### src/rtl/pll_seq_defs.vh
// State encodings shared by the PLL reset sequencer and anything that decodes its STATE output.
`ifndef PLL_SEQ_DEFS_VH
`define PLL_SEQ_DEFS_VH
localparam logic [1:0] ST_HOLD      = 2'd0;
localparam logic [1:0] ST_WAIT_LOCK = 2'd1;
localparam logic [1:0] ST_RUN       = 2'd2;
`endif

### src/rtl/pll_reset_sequencer_pkg.sv
// Shared types and helpers for the PLL reset sequencer.
package pll_reset_sequencer_pkg;
  `include "pll_seq_defs.vh"

  // Encoding 3 is unused; it is named so a corrupted state register can be decoded and recovered.
  typedef enum logic [1:0] {
    S_HOLD      = ST_HOLD,
    S_WAIT_LOCK = ST_WAIT_LOCK,
    S_RUN       = ST_RUN,
    S_ILLEGAL   = 2'd3
  } seq_state_t;

  // Internal counter width: wide enough for the largest cycle count so counters never wrap.
  function automatic int cnt_width(input int a, input int b, input int c, input int d);
    int m;
    m = a;
    if (b > m) m = b;
    if (c > m) m = c;
    if (d > m) m = d;
    return $clog2(m) + 1;
  endfunction
endpackage

### src/rtl/sync_2ff.sv
// Two-flop synchroniser for bringing an asynchronous level into the local clock domain.
module sync_2ff (
  input  logic clk,
  input  logic rst,
  input  logic d,
  output logic q
);
  logic meta;

  // Shift the input through two flops; both clear to 0 while reset is held.
  always_ff @(posedge clk or posedge rst) begin
    if (rst) begin
      meta <= 1'b0;
      q    <= 1'b0;
    end else begin
      meta <= d;
      q    <= meta;
    end
  end
endmodule

### src/rtl/pll_reset_sequencer.sv
// Power-up/recovery sequencer: holds the PLL in reset, waits for a stable lock, releases the
// fabric reset, retries on lock timeout and re-sequences on a filtered loss of lock.
module pll_reset_sequencer #(
  parameter int PLL_RST_CYCLES      = 16,
  parameter int LOCK_STABLE_CYCLES  = 1024,
  parameter int LOCK_TIMEOUT_CYCLES = 65536,
  parameter int LOSS_FILTER         = 4,
  parameter int CNT_W               = 8
) (
  input  logic             referenceclk,
  input  logic             reset,
  input  logic             lock,
  input  logic             clr_counts,
  output logic             pll_resetb,
  output logic             sys_reset,
  output logic             ready,
  output logic [1:0]       state,
  output logic [CNT_W-1:0] retry_count,
  output logic [CNT_W-1:0] loss_count
);
  import pll_reset_sequencer_pkg::*;

  localparam int CW = cnt_width(PLL_RST_CYCLES, LOCK_STABLE_CYCLES, LOCK_TIMEOUT_CYCLES, LOSS_FILTER);
  localparam logic [CW-1:0]    HOLD_LAST    = CW'(PLL_RST_CYCLES - 1);
  localparam logic [CW-1:0]    STABLE_LAST  = CW'(LOCK_STABLE_CYCLES - 1);
  localparam logic [CW-1:0]    TIMEOUT_LAST = CW'(LOCK_TIMEOUT_CYCLES - 1);
  localparam logic [CW-1:0]    LOSS_LAST    = CW'(LOSS_FILTER - 1);
  localparam logic [CW-1:0]    ONE          = CW'(1);
  localparam logic [CNT_W-1:0] CNT_ONE      = CNT_W'(1);
  localparam logic [CNT_W-1:0] CNT_MAX      = {CNT_W{1'b1}};

  seq_state_t       state_q, state_d;
  logic [CW-1:0]    hold_cnt, hold_d;
  logic [CW-1:0]    stable_cnt, stable_d;
  logic [CW-1:0]    to_cnt, to_d;
  logic [CW-1:0]    loss_cnt, loss_d;
  logic [CNT_W-1:0] retry_d, losses_d;
  logic             retry_inc, loss_inc;
  logic             lock_s;

  sync_2ff u_lock_sync (
    .clk (referenceclk),
    .rst (reset),
    .d   (lock),
    .q   (lock_s)
  );

  assign state = state_q;

  // Register state, counters and outputs together so outputs change on the same edge as the state.
  always_ff @(posedge referenceclk or posedge reset) begin
    if (reset) begin
      state_q     <= S_HOLD;
      hold_cnt    <= '0;
      stable_cnt  <= '0;
      to_cnt      <= '0;
      loss_cnt    <= '0;
      retry_count <= '0;
      loss_count  <= '0;
      pll_resetb  <= 1'b0;
      sys_reset   <= 1'b1;
      ready       <= 1'b0;
    end else begin
      state_q     <= state_d;
      hold_cnt    <= hold_d;
      stable_cnt  <= stable_d;
      to_cnt      <= to_d;
      loss_cnt    <= loss_d;
      retry_count <= retry_d;
      loss_count  <= losses_d;
      pll_resetb  <= (state_d != S_HOLD);
      sys_reset   <= (state_d != S_RUN);
      ready       <= (state_d == S_RUN);
    end
  end

  // Next-state and counter logic; stable completion takes priority over a same-cycle timeout.
  always_comb begin
    state_d   = state_q;
    hold_d    = hold_cnt;
    stable_d  = stable_cnt;
    to_d      = to_cnt;
    loss_d    = loss_cnt;
    retry_inc = 1'b0;
    loss_inc  = 1'b0;
    case (state_q)
      S_HOLD: begin
        if (hold_cnt == HOLD_LAST) begin
          state_d = S_WAIT_LOCK;
          hold_d  = '0;
        end else begin
          hold_d = hold_cnt + ONE;
        end
      end
      S_WAIT_LOCK: begin
        stable_d = lock_s ? stable_cnt + ONE : '0;
        to_d     = to_cnt + ONE;
        if (lock_s && (stable_cnt == STABLE_LAST)) begin
          state_d  = S_RUN;
          stable_d = '0;
          to_d     = '0;
        end else if (to_cnt == TIMEOUT_LAST) begin
          state_d   = S_HOLD;
          stable_d  = '0;
          to_d      = '0;
          retry_inc = 1'b1;
        end
      end
      S_RUN: begin
        if (lock_s) begin
          loss_d = '0;
        end else if (loss_cnt == LOSS_LAST) begin
          state_d  = S_HOLD;
          loss_d   = '0;
          loss_inc = 1'b1;
        end else begin
          loss_d = loss_cnt + ONE;
        end
      end
      default: begin
        state_d  = S_HOLD;
        hold_d   = '0;
        stable_d = '0;
        to_d     = '0;
        loss_d   = '0;
      end
    endcase

    retry_d  = retry_count;
    losses_d = loss_count;
    if (clr_counts) begin
      retry_d  = '0;
      losses_d = '0;
    end else begin
      if (retry_inc && (retry_count != CNT_MAX)) retry_d = retry_count + CNT_ONE;
      if (loss_inc && (loss_count != CNT_MAX)) losses_d = loss_count + CNT_ONE;
    end
  end
endmodule

### config.mk
export PLATFORM = sky130hd
export DESIGN_NAME = pll_reset_sequencer
export DESIGN_NICKNAME = d
export VERILOG_FILES = /design/src/rtl/pll_reset_sequencer_pkg.sv /design/src/rtl/sync_2ff.sv /design/src/rtl/pll_reset_sequencer.sv
export VERILOG_INCLUDE_DIRS = /design/src /design/src/rtl
export SDC_FILE = /design/constraint.sdc
export NUM_CORES = 1
export LEC_CHECK = 0
export ABC_CLOCK_PERIOD_IN_PS = 6800
export CELL_PAD_IN_SITES_DETAIL_PLACEMENT = 1
export CELL_PAD_IN_SITES_GLOBAL_PLACEMENT = 1
export CORE_MARGIN = 2
export CORE_UTILIZATION = 30
export DETAILED_ROUTE_END_ITERATION = 8
export PLACE_DENSITY_LB_ADDON = 0.1
export SYNTH_ARGS = -nofsm -noshare
export SYNTH_HDL_FRONTEND = slang
export SYNTH_SLANG_ARGS = --single-unit
### constraint.sdc
create_clock -name referenceclk -period 6.8 [get_ports referenceclk]
set_input_delay 1.02 -clock referenceclk [delete_from_list [all_inputs] [get_ports referenceclk]]
set_output_delay 1.02 -clock referenceclk [all_outputs]
set_load 0.02 [all_outputs]
After elaboration in Yosys (flattened, before gate mapping)
Index checks and enable logic that the tools add are counted.
- bits in read-only memories: 0
- output and inout port bits: 21
- latch bits: 0
- register bits after elaboration: 91
- word-level logic and storage cells: 66
- memories: 0
- memory bits (writable): 0
- reductions and logical operators: 10
- shift-type cells: 0
- $add $sub $neg: 6
- multipliers: 0
- bitwise operators: 0
- mux-type cells: 28
- equality and inequality tests: 10
- $lt $le $gt $ge: 0
- divide/modulo/power cells: 0
- operators with widths (cell ; count):
    $mux W17 ; 8
    $pmux W17 S2 ; 4
    $add A17 B1 Y17 const B ; 4
    $mux W8 ; 4
    $eq A17 B10 Y1 const B ; 1
    $eq A17 B16 Y1 const B ; 1
    $eq A17 B2 Y1 const B ; 1
    $eq A17 B4 Y1 const B ; 1
    $add A8 B1 Y8 const B ; 2
    $ne A8 B8 Y1 const B ; 2
    $mux W2 ; 5
    $mux W1 ; 6
    $pmux W2 S3 ; 1
    $reduce_bool A2 Y1 ; 3
    $reduce_or A2 Y1 ; 3
    $eq A2 B2 Y1 const B ; 2
    $logic_and A1 B1 Y1 ; 3
    $eq A2 B1 Y1 const B ; 1
    $logic_not A2 Y1 ; 1
    $ne A2 B2 Y1 const B ; 1

Depth between registers and ports, before layout
- depth after elaboration: 7
- mapped depth: 9

Cells and area by module
A second synthesis with hierarchy kept.
- cells, all modules: 494
- area total of the unflattened synthesis: 4707.0 um^2
- by module, submodules not included (module ; times used ; seq. area each (um^2) ; area an instance (um^2) ; cells each):
    pll_reset_sequencer ; 1 ; 2228.4 ; 4653.2 ; 491
    sync_2ff ; 1 ; 50.0 ; 53.8 ; 3

Worst setup path before layout
OpenSTA, ideal clock, no wires.
- path kind: reg2reg
- start point: register state_q[1], in the netlist state[1]
- end point: register stable_cnt[16]
- buffers on the path: 1
- arrival: 2.281 ns
- path slack: 4.394 ns
- period minus slack after synthesis: 2.406 ns
- setup time: 0.125 ns
- cell stages (with the launch flop): 9
- cells stage by stage: dfrtp_1 > inv_1 > ha_1 > clkbuf_1 > or3b_2 > nor4_1 > nand4_1 > xor2_1 > nor2_1
- cells in the longest elaborated chain, start to end: 3
- elaborated cells on any way between the ends: 5
- RTL lines (element ; RTL line ; text):
    start, declared ; pll_reset_sequencer.sv:32 ; seq_state_t state_q, state_d;
    start signal, assigned ; pll_reset_sequencer.sv:64 ; state_q <= state_d;
    $eq A2 B2 Y1 / $logic_not A2 Y1 (equally long branches) ; pll_reset_sequencer.sv:86 ; case (state_q)
    $reduce_or A2 Y1 (no line) ; n/a ;
    $pmux W17 S2 ; pll_reset_sequencer.sv:86 ;
    end signal, assigned ; pll_reset_sequencer.sv:66 ; stable_cnt <= stable_d;
    end, declared ; pll_reset_sequencer.sv:34 ; logic [CW-1:0] stable_cnt, stable_d;
Several ways; a longest one is shown, not always the timed one.
A chain may end at the register's enable or synchronous reset.

Final worst setup path
- start point: register to_cnt[0]
- end point: register retry_count[3]
- cells in the longest elaborated chain, start to end: 6
- RTL lines (element ; RTL line ; text):
    start, declared ; pll_reset_sequencer.sv:35 ; logic [CW-1:0] to_cnt, to_d;
    start signal, assigned ; pll_reset_sequencer.sv:67 ; to_cnt <= to_d;
    $eq A17 B16 Y1 ; pll_reset_sequencer.sv:102 ; end else if (to_cnt == TIMEOUT_LAST) begin
    $mux W1 ; pll_reset_sequencer.sv:102 ;
    $mux W1 ; pll_reset_sequencer.sv:98 ; if (lock_s && (stable_cnt == STABLE_LAST)) begin
    $mux W1 ; pll_reset_sequencer.sv:86 ;
    $logic_and A1 B1 Y1 ; pll_reset_sequencer.sv:135 ; if (retry_inc && (retry_count != CNT_MAX)) retry_d = retry_count + CNT_ONE;
    $reduce_bool A2 Y1 (no line) ; n/a ;
    end signal, assigned ; pll_reset_sequencer.sv:69 ; retry_count <= retry_d;
    end, declared ; pll_reset_sequencer.sv:18 ; output logic [CNT_W-1:0] retry_count,
No other way between the ends.

==> results by group <==
Run status
  – Status: complete, no violations

Finish
  – Finished Core Util: 0.355
  – NumNets Final: 521
  – Syn-to-layout area delta: 14.3%
  – Most common cell after layout, fill and taps aside: dfrtp_1
  – Ant. Diodes: 0
  – Fin area: 5430 µm²
  – Layout cell share with drive strength beyond 1: 0.0725
  – Most frequent cells in the layout: dfrtp_1 (90), nor2_1 (75), xor2_1 (36), nand3_1 (35), nand2_1 (27)

Detailed routing
  – Via count: 3595
  – Routed Antenna Nets: 0
  – Wirelength per Cell: 15.4 µm
  – Post-Route WL: 11.1 mm
  – Drt pass-1 iters: 4
  – Initial drt markers: 132
  – DRC: 0
  – Vias per Instance: 4.99

Yosys
  – Synthesized area: 4750 µm²
  – Cell count after synthesis: 487
  – Synth Flop Type: dfrtp_1
  – Synth area leaders: dfrtp_1 (47%), xor2_1 (6.6%), nor2_1 (5.9%), nand3_1 (3.7%), xnor2_1 (3.5%)
  – Ys Warns: 0
  – Post-synthesis sequential area ratio: 0.480
  – Synth top area share: 0.474
  – Syn Area/Cell: 9.75 µm²
  – Netlist cell types: 57
  – Synth area leader: dfrtp_1
  – Fraction of registers with async set/reset: 1.00
  – Register bit count reported by yosys: 91
  – EDFF count, synth: 0
  – Synth Net Count: 501

Timing
  – Final Hold Viols: 0
  – Final TNS setup: 0 ns
  – Setup violators final: 0
  – Minimum clock period: 2.72 ns
  – Final Slew Violations: 0
  – F_max: 367 MHz
  – Unrepaired setup endpoints after global routing: no
  – Measured slew at the worst slew-check pin: 1.16 ns
  – Fin crit share: 0.400
  – Final Skew: 0.00842 ns
  – Relative slew slack: 0.228

Floorplanning
  – # IOs: 25
  – Die height: 130 µm
  – Core ar.: 15300 µm²
  – Initial Util: 0.310
  – Die extent in x: 130 µm
  – # rows: 45
  – DIE AREA: 16900 µm²

Setup path
  – Crit path required time: 7.08 ns
  – R2r setup slk: 4.08 ns
  – Crit-path max FO: 10
  – Critical Path Sink Type: register
  – Kind of critical path: register to register
  – Worst path arrival time: 3.00 ns
  – Setup crit start kind: register

Clocking
  – # resized after CTS: 0
  – CTS sink cnt: 91
  – Worst skew pair latency: 0.35 ns
  – Root buf cell: clkbuf_16
  – Num CTS Buffers: 9
  – TritonCTS clock tree: yes
  – Hold-fix buffers at CTS: 0
  – Post-CTS setup buffers: 0
  – H-Tree Depth: 3
  – Deepest clock path buffer count: 2
  – Clk pin slew, worst setup/hold paths: 0.06 ns

Global routing
  – Congestion Overflow GR: 0
  – Initial antenna violation count: 0
  – GR met1 Demand/Resource: 0.185
  – GRT Total Usage: 0.143
  – Pin count of the biggest net entering global routing: 56
  – Vias in the first global route: 3686
  – Routing usage on met3: 0.0299
  – GR peak layer: met2
  – Met2 usage: 0.236
  – First-pass GRT wire length: 18.9 mm

Job
  – Max Cap Viol: 0

Placement
  – Routability cong.: 0.733
  – Port bufs: 24
  – Post-DP HPWL: 7.65 mm
  – Placed Area: 5180 µm²

Hold path
  – Hold WC Path Type: register to register

Pwr
  – Power Dens Cells: 188 nW/µm²
  – Leak: 2.33 nW
  – Max VDD drop: 0.000115 V
cells by family (layout without fill, tap and decap cells):
logic type      count (synthesis)  after routing  share of synthesized area
buf+inv                        30             53                     0.0285
xor+xnor                       55             55                      0.101
fa+ha+maj                      10             10                     0.0263
mux                             8              8                     0.0195
compound gates                 49             49                     0.0767
simple gates                  244            244                      0.268
flops                          91             91                      0.480
registers in the layout, summed over array words and instances, names as in the netlist:
signal            count
hold_cnt             17
ready                 1
loss_cnt             17
state                 2
sys_reset             1
loss_count            8
pll_resetb            1
u_lock_sync.meta      1
stable_cnt           17
u_lock_sync.q         1
to_cnt               17
retry_count           8
where the power goes:
group | switching [W] | internal, W
Clock | 0.000209 | 0.000243
Sequential | 0.00000305 | 0.000543
Combinational | 0.0000171 | 0.00000494
Total | 0.000229 | 0.000791
worst paths after layout:
check,startpoint,to,cells past startpoint
setup / recovery,to_cnt[0],retry_count[3],6
hold / removal,u_lock_sync.meta,u_lock_sync.q,0
setup reg to reg,to_cnt[0],retry_count[3],6
hold reg to reg,u_lock_sync.meta,u_lock_sync.q,0
max in group asynchronous,reset,loss_count[5],3
min in group asynchronous,reset,stable_cnt[7],2
worst max-delay path, stage by stage, from the launching register on:
cell	delay, ns
dfrtp_1	0.43
ha_1	0.29
nand4b_1	0.12
nor4_1	0.76
o211ai_4	0.30
or4_2	0.67
nand2_1	0.09
layout make-up:
| type | instances | area [µm²] |
|---|---|---|
| clock buffer | 11 | 233 |
| timing repair buffer | 25 | 248 |
| inverter | 14 | 53.8 |
| sequential | 91 | 2280 |
| clock inverter | 3 | 17.5 |
| tap | 211 | 264 |
| multi-input combinational | 366 | 2340 |
| fill | 1776 | 9880 |
cell usage after synthesis (10+ instances only):
library cell,number
a21oi_1,10
and3_1,12
clkbuf_1,10
dfrtp_1,90
ha_1,10
inv_1,14
nand2_1,27
nand3_1,35
nand4_1,25
nor2_1,75
nor3_1,10
nor4_1,11
o21ai_0,17
xnor2_1,19
xor2_1,36
per-stage QoR:
stage          std cells  power (W)  hold WS, ns  setup slack, ns
2_1_floorplan        487   0.000571        0.331             3.42
3_3_place_gp         707   0.000580        0.345             4.00
3_5_place_dp         707   0.000580        0.347             3.97
4_1_cts              721    0.00105        0.361             4.02
5_1_grt              721    0.00106        0.366             3.82
6_report             721    0.00102        0.353             4.08
layer usage:
layer | up-vias | part of all wire
met2 | 35 | 0.47
met4 | 0 | 0.016
met5 | - | 0
met1 | 1794 | 0.49
met3 | 12 | 0.025
li1 | 1754 | -
No activity file was read; power rests on OpenSTA's default activity.
